### src/rtl/slice_subtractor.sv
// slice_subtractor: multi-cycle 32-bit a-b via a+~b+1, one 4-bit CLA slice per clock; SLICE_SUB_OVF_EN enables signed overflow
module slice_subtractor (
    input  logic        clk,
    input  logic        rst,
    input  logic        start,
    input  logic [31:0] a,
    input  logic [31:0] b,
    output logic        ready,
    output logic        valid,
    output logic [31:0] diff,
    output logic        borrow_out,
    output logic        zero,
    output logic        ovf
);
    typedef enum logic [1:0] {IDLE, RUN, DONE} state_t;
    state_t      r_state;
    logic [31:0] r_a, r_nb, r_acc, r_diff;
    logic [2:0]  r_cnt;
    logic        r_carry, r_borrow, r_zero;
    logic [3:0]  w_g, w_p, w_sum;
    logic [4:0]  w_c;
    logic [31:0] w_acc_next;

    assign w_g = r_a[{r_cnt, 2'b00} +: 4] & r_nb[{r_cnt, 2'b00} +: 4];
    assign w_p = r_a[{r_cnt, 2'b00} +: 4] ^ r_nb[{r_cnt, 2'b00} +: 4];
    assign w_c[0] = r_carry;
    assign w_c[1] = w_g[0] | (w_p[0] & w_c[0]);
    assign w_c[2] = w_g[1] | (w_p[1] & w_g[0]) | (&w_p[1:0] & w_c[0]);
    assign w_c[3] = w_g[2] | (w_p[2] & w_g[1]) | (&w_p[2:1] & w_g[0]) | (&w_p[2:0] & w_c[0]);
    assign w_c[4] = w_g[3] | (w_p[3] & w_g[2]) | (&w_p[3:2] & w_g[1]) | (&w_p[3:1] & w_g[0])
                  | (&w_p & w_c[0]);
    assign w_sum = w_p ^ w_c[3:0];

    always_comb begin
        w_acc_next = r_acc;
        w_acc_next[{r_cnt, 2'b00} +: 4] = w_sum;
    end

    assign ready      = (r_state == IDLE);
    assign valid      = (r_state == DONE);
    assign diff       = r_diff;
    assign borrow_out = r_borrow;
    assign zero       = r_zero;

`ifdef SLICE_SUB_OVF_EN
    logic r_ovf;
    assign ovf = r_ovf;
`else
    assign ovf = 1'b0;
`endif

    always_ff @(posedge clk or posedge rst) begin
        if (rst) begin
            r_state  <= IDLE;
            r_a      <= '0;
            r_nb     <= '0;
            r_acc    <= '0;
            r_cnt    <= '0;
            r_carry  <= 1'b0;
            r_diff   <= '0;
            r_borrow <= 1'b0;
            r_zero   <= 1'b0;
`ifdef SLICE_SUB_OVF_EN
            r_ovf    <= 1'b0;
`endif
        end else begin
            case (r_state)
                IDLE: if (start) begin
                    r_a     <= a;
                    r_nb    <= ~b;
                    r_cnt   <= '0;
                    r_carry <= 1'b1;
                    r_state <= RUN;
                end
                RUN: begin
                    r_acc   <= w_acc_next;
                    r_carry <= w_c[4];
                    r_cnt   <= r_cnt + 3'd1;
                    if (r_cnt == 3'd7) begin
                        r_state  <= DONE;
                        r_diff   <= w_acc_next;
                        r_borrow <= ~w_c[4];
                        r_zero   <= (w_acc_next == '0);
`ifdef SLICE_SUB_OVF_EN
                        // operands differ in sign and the result sign departs from the minuend
                        r_ovf    <= (r_a[31] != ~r_nb[31]) && (w_acc_next[31] != r_a[31]);
`endif
                    end
                end
                DONE:    r_state <= IDLE;
                default: r_state <= IDLE;
            endcase
        end
    end
endmodule
### config.mk
export PLATFORM = sky130hd
export DESIGN_NAME = slice_subtractor
export DESIGN_NICKNAME = d
export VERILOG_FILES = /design/src/rtl/slice_subtractor.sv
export SDC_FILE = /design/constraint.sdc
export NUM_CORES = 1
export LEC_CHECK = 0
export ABC_AREA = 1
export ABC_CLOCK_PERIOD_IN_PS = 6900
export BUFFER_PORTS_ARGS = -buffer_cell sky130_fd_sc_hd__buf_2
export CORE_MARGIN = 5
export CORE_UTILIZATION = 55
export DETAILED_ROUTE_END_ITERATION = 10
export GPL_ROUTABILITY_DRIVEN = 0
export MAX_ROUTING_LAYER = met4
export PLACE_DENSITY = 0.74
export SLEW_MARGIN = 20
export SYNTH_ARGS = -nofsm -noshare
export SYNTH_HDL_FRONTEND = slang
export SYNTH_SLANG_ARGS = --single-unit
### constraint.sdc
create_clock -name clk -period 6.9 [get_ports clk]
set_clock_uncertainty 0.1 [all_clocks]
set_input_delay 1.035 -clock clk [delete_from_list [all_inputs] [get_ports clk]]
set_output_delay 1.035 -clock clk [all_outputs]
set_load 0.05 [all_outputs]
Word-level counts from Yosys, hierarchy flattened --
Cells that the tools add are included.
Word-level totals: bits of input ports 67, output and inout port bits 37, flip-flop bits (word level) 136, word-level logic and storage cells 66
Cells by class: reduce and logical (&&, ||, !) cells 13, mux-type cells 8, shifts and indexed selects 4, equality and inequality tests 5, $add $sub $neg 2, bitwise logic cells 25
Operators with widths (count):
- $shiftx 32x6->4 | 2
- $bwmux 32 | 1
- $logic_not 32->1 | 1
- $not 32->32 | 1
- $shift 4x7->32 const A | 1
- $shiftx 4x7->32 | 1
- $reduce_and 2->1 | 7
- $and 1x1->1 | 10
- $or 1x1->1 | 10
- $xor 4x4->4 | 2
- $neg 5->7 | 1
- $pmux 3 s2 | 1
- $reduce_and 3->1 | 2
- $and 4x4->4 | 1
- $mux 2 | 2
- $ne 2x2->1 const B | 2
- $pmux 2 s2 | 1
- $reduce_and 4->1 | 1
- $add 3x1->3 const B | 1
- $eq 3x3->1 const B | 1
- $mux 3 | 1
- $eq 2x1->1 const B | 1
- $eq 2x2->1 const B | 1
- $logic_not 2->1 | 1
- 4 further kinds | 4

Longest topological paths before layout --
depth in word-level cells 10, gate-level depth with buffers 23, gate-level depth less buffers 21

Worst setup path after synthesis --
No wires, ideal clock.
path type reg-to-reg, start point register r_cnt[0], end point register r_zero, in the netlist zero, buffers on the path 3, period minus slack after synthesis 3.056 ns, slack 3.844 ns, data required time 6.734 ns, arrival time 2.890 ns, setup time 0.066 ns, stages on the path, launching flop included 20, path through dfrtp_1 buf_4 clkbuf_1 clkbuf_1 nor2_1 nor2_1 o21ai_0 a31oi_1 fa_1 nand4_1 nand2_1 nand2_1 nand2_1 nor2_1 nand3_1 nor2_1 nand3_1 nor2_1 nand2_1 nand2_1
On the way: word-level cells in the longest chain between the ends 10, elaborated cells between the ends (all ways) 27, classes of those cells add/sub: 1; eq/ne: 1; shift: 4; mux: 1; bitwise: 15; reduce/logical: 5
Ends and longest elaborated chain:
- from (decl) | line 18 | logic [2:0] r_cnt;
- from (signal assigned) | line 78 | r_cnt <= r_cnt + 3'd1;
- $shiftx 32x6->4 | line 24, 25
- $xor 4x4->4 or $and 4x4->4 (tied branches) | line 25, 24
- $and 1x1->1 or $reduce_and 2->1 (tied branches) | line 29 | assign w_c[3] = w_g[2] | (w_p[2] & w_g[1]) | (&w_p[2:1] & w_g[0]) | (&w_p[2:0] & w_c[0]);
- $or 1x1->1 or $and 1x1->1 (tied branches) | line 29
- $or 1x1->1 (2 in series) | line 29
- $xor 4x4->4 | line 32 | assign w_sum = w_p ^ w_c[3:0];
- $shiftx 4x7->32 | line 36 | w_acc_next[{r_cnt, 2'b00} +: 4] = w_sum;
- $bwmux 32 | line 36
- $logic_not 32->1 | line 83 | r_zero <= (w_acc_next == '0);
- to (signal assigned) | line 83
- to (decl) | line 19 | logic r_carry, r_borrow, r_zero;
Several ways; a longest one is shown, not always the timed one. A chain may end at the register's enable or synchronous reset.

Worst setup path after layout --
Ends and elaborated chain as after synthesis.

==> out/qor.yml <==
power:
  ir_worst_vdd_mv: 0.290
  power_frac_seq_pct: 30.2
  p_leak_nw: 3.89
  p_sw_mw: 2.21
  powerDensity_nw_per_um2: 604
  power_frac_comb_pct: 50.0
  p_clk_share_pct: 19.8
  internal_power_mw: 2.42
  p_sw_share_pct: 47.8
placement:
  placedCellCount: 1020
  portBuffers: 102
  hpwlAfterDp_mm: 11.4
critical_path:
  path_cells: "buf_4, o21ai_0, o22ai_1, nor2_1, a31oi_1, ha_1, nand3_1, nand3_1, nand2_1, nand4_1, nand2_1, o21ai_0, nand3_1, nor2_1, nand2_1, nand2_1"
  critPathMaxFanout: 36
  path_buf_inv: 1
  crit_type: "register to register"
  critPathArrivalTime_ps: 3880
  slowest_delay_ps: 620
  cp_common_cell: "nand2_1"
  path_delay_family: "simple AND/OR/NAND/NOR gates"
  slowest_stage: "dfrtp_1"
  critPathRequiredTime_ps: 7110
  start_kind: "register"
  endpoint_kind: "register"
global_route:
  grt_pass1_wl_mm: 27.0
  track_usage_pct: 24.6
  grt_pass1_vias: 5493
  grt_overflow: 0
  antenna_found_initial: 0
  grt_max_degree: 96
cells_and_area:
  fin_nets: 976
  mostFrequentLayoutCell: "nand2_1"
  fill_cells: 996
  multi_input_area_um2: 2740
  num_antenna_cells: 0
  fin_cells: 1051
  ff_latch_area_um2: 3400
  area_growth_pct: 18.0
  layout_common_cells: "277 x nand2_1, 138 x o21ai_0, 136 x dfrtp_1, 102 x buf_2, 74 x nor2_1"
  drive_above_1_share_pct: 18.0
floorplanning:
  std_cell_rows: 39
  die_area_um2: 14100
  fp.dieH_um: 119
  pin_count: 104
  fp.dieW_um: 119
  initial_core_util_pct: 56.4
  core_um2: 11500
yosys:
  synth-seq-cells: 136
  yosysWarnings: 0
  ys_seq_area_share_pct: 52.4
  syn-cell-area_um2: 6500
  synth_top_family_by_area: "simple AND/OR/NAND/NOR gates"
  synth_cells: 811
  synthSimpleGateAreaFrac_pct: 25.6
  synthMuxAreaShare_pct: 0
  yosys.area_share.xor_xnor_pct: 0
  postSynthAreaPerCell_um2: 8.01
  synth-adder-area-share_pct: 2.62
  synth-compound-area-share_pct: 13.8
  synth.distinct_cells: 38
  ys_top_cells_by_area: "dfrtp_1 52%, nand2_1 16%, o21ai_0 11%"
  yosysTopAreaCell: "dfrtp_1"
  synth_top_area_share_pct: 52.4
  synth.net_count: 891
sta:
  slew_violations: 0
  fin_crit_ps: 3670
  setup_tns_ps: 0
  setup_viol_count_final: 0
  hold_viol: 0
  rsz0062_at_grt: "no"
  worst_pin_slew_ps: 893
  slew_headroom_pct: 40.1
  timing.fmax_mhz: 272
  finalCritPeriodShare_pct: 53.2
routing:
  drcViolationCount: 0
  dr.first_iter.drc_count: 584
  avgRoutedWirePerCell_um: 15.4
  postRouteAntennaNets: 0
  wl_mm: 16.2
  drtPass1Iterations: 5
  via_count: 5666
  viasPerCell: 5.39
clocking:
  clock_sinks: 136
  insertion_delay_ps: 420
  post_cts_buffers: 0
  clock_path_buffers: 2
  clk_pin_slew_ps: 50
  root_buffer: "clkbuf_16"
  cts_resized: 0
  cts_tree: "done"
  cts_buffers: 17
  ctsHoldBuffers: 0
  htreeDepth: 4
min_path:
  hp-class: "register to register"
flow_run:
  max-cap-violations: 0
outcome:
  outcome: "completed"
==> metrics by stage <==
stage               util [%]  power (mW)  instance area (um^2)  worst slack, ps  hold WS [ps]
detailed placement      61.4        3.69                  7070             3210           364
global route            66.6        4.98                  7670             2870           390
CTS                     66.6        4.63                  7670             3290           378
floorplan                  -        3.09                  6500             2130           344
global placement        61.4        3.62                  7070             3260           359
finish                  66.6        4.63                  7670             3230           377
==> registers in the layout (all words and copies together) (netlist names) <==
name and cells:
r_state 2, r_cnt 3, r_acc 32, zero 1, borrow_out 1, r_carry 1, diff 32, r_a 32
r_nb 32
==> synth_stat cells, drive strengths merged <==
cell type	number
clkinv	3
ha	12
o21ai	141
clkbuf	34
o22a	1
o211ai	3
nand2	284
o22ai	9
nor2	78
inv	46
dfrtp	136
a21boi	2
a31oi	9
or2	5
nand4	8
a21oi	3
fa	1
conb	1
o21a	2
nand3	26
buf	7
==> worst reg2reg max path: cells and delay by family, from the launching register on <==
kind / cells / cell delay, ps
adder cells (fa/ha/maj): 1 / 320
flip-flops: 1 / 620
buffers and inverters: 1 / 410
AO/OA/AOI/OAI: 4 / 1010
AND/OR/NAND/NOR: 10 / 1110
==> layer usage <==
layer  GRT usage [%]  share of wire, %  up-vias
met3            5.73               5.7       24
met4            8.98               2.1        0
met2            38.2                48      205
met5               -                 0        -
met1            31.8                44     2645
li1                -                 -     2792
==> worst paths after layout <==
check	endpoint	cells past startpoint	slack, ps	start
worst max-delay path	zero	16	3230	r_cnt[0]
worst min-delay path	diff[30]	2	380	diff[30]
worst max register to register	zero	16	3230	r_cnt[0]
worst min register to register	diff[30]	2	380	diff[30]
max in group asynchronous	r_nb[1]	3	4920	rst
min in group asynchronous	diff[3]	2	610	rst
==> power groups by stage <==
stage                     logic (mW)  registers (mW)  clock network, mW
final                           2.32            1.40              0.917
after CTS                       2.31            1.39              0.931
after global placement          2.24            1.39                  0
after global routing            2.58            1.43              0.971
after floorplan                 1.50            1.60                  0
after detailed placement        2.29            1.40                  0
==> kinds of logic (layout without fill, tap and decap cells) <==
| family | after synthesis | count (layout) |
|---|---|---|
| other cells | 1 | 1 |
| fa+ha+maj | 13 | 13 |
| compound gates | 170 | 170 |
| buf+inv | 90 | 187 |
| flops | 136 | 136 |
| simple gates | 401 | 401 |
==> cell type report <==
class                      instances  area share [%]
clock buffer                      23            6.23
inverter                          49            2.61
multi-input combinational        585            35.7
timing repair buffer             107            7.19
tap                              143            2.33
sequential                       136            44.4
clock inverter                     8            1.57
Note: power is estimated with default switching activity, not from simulation.
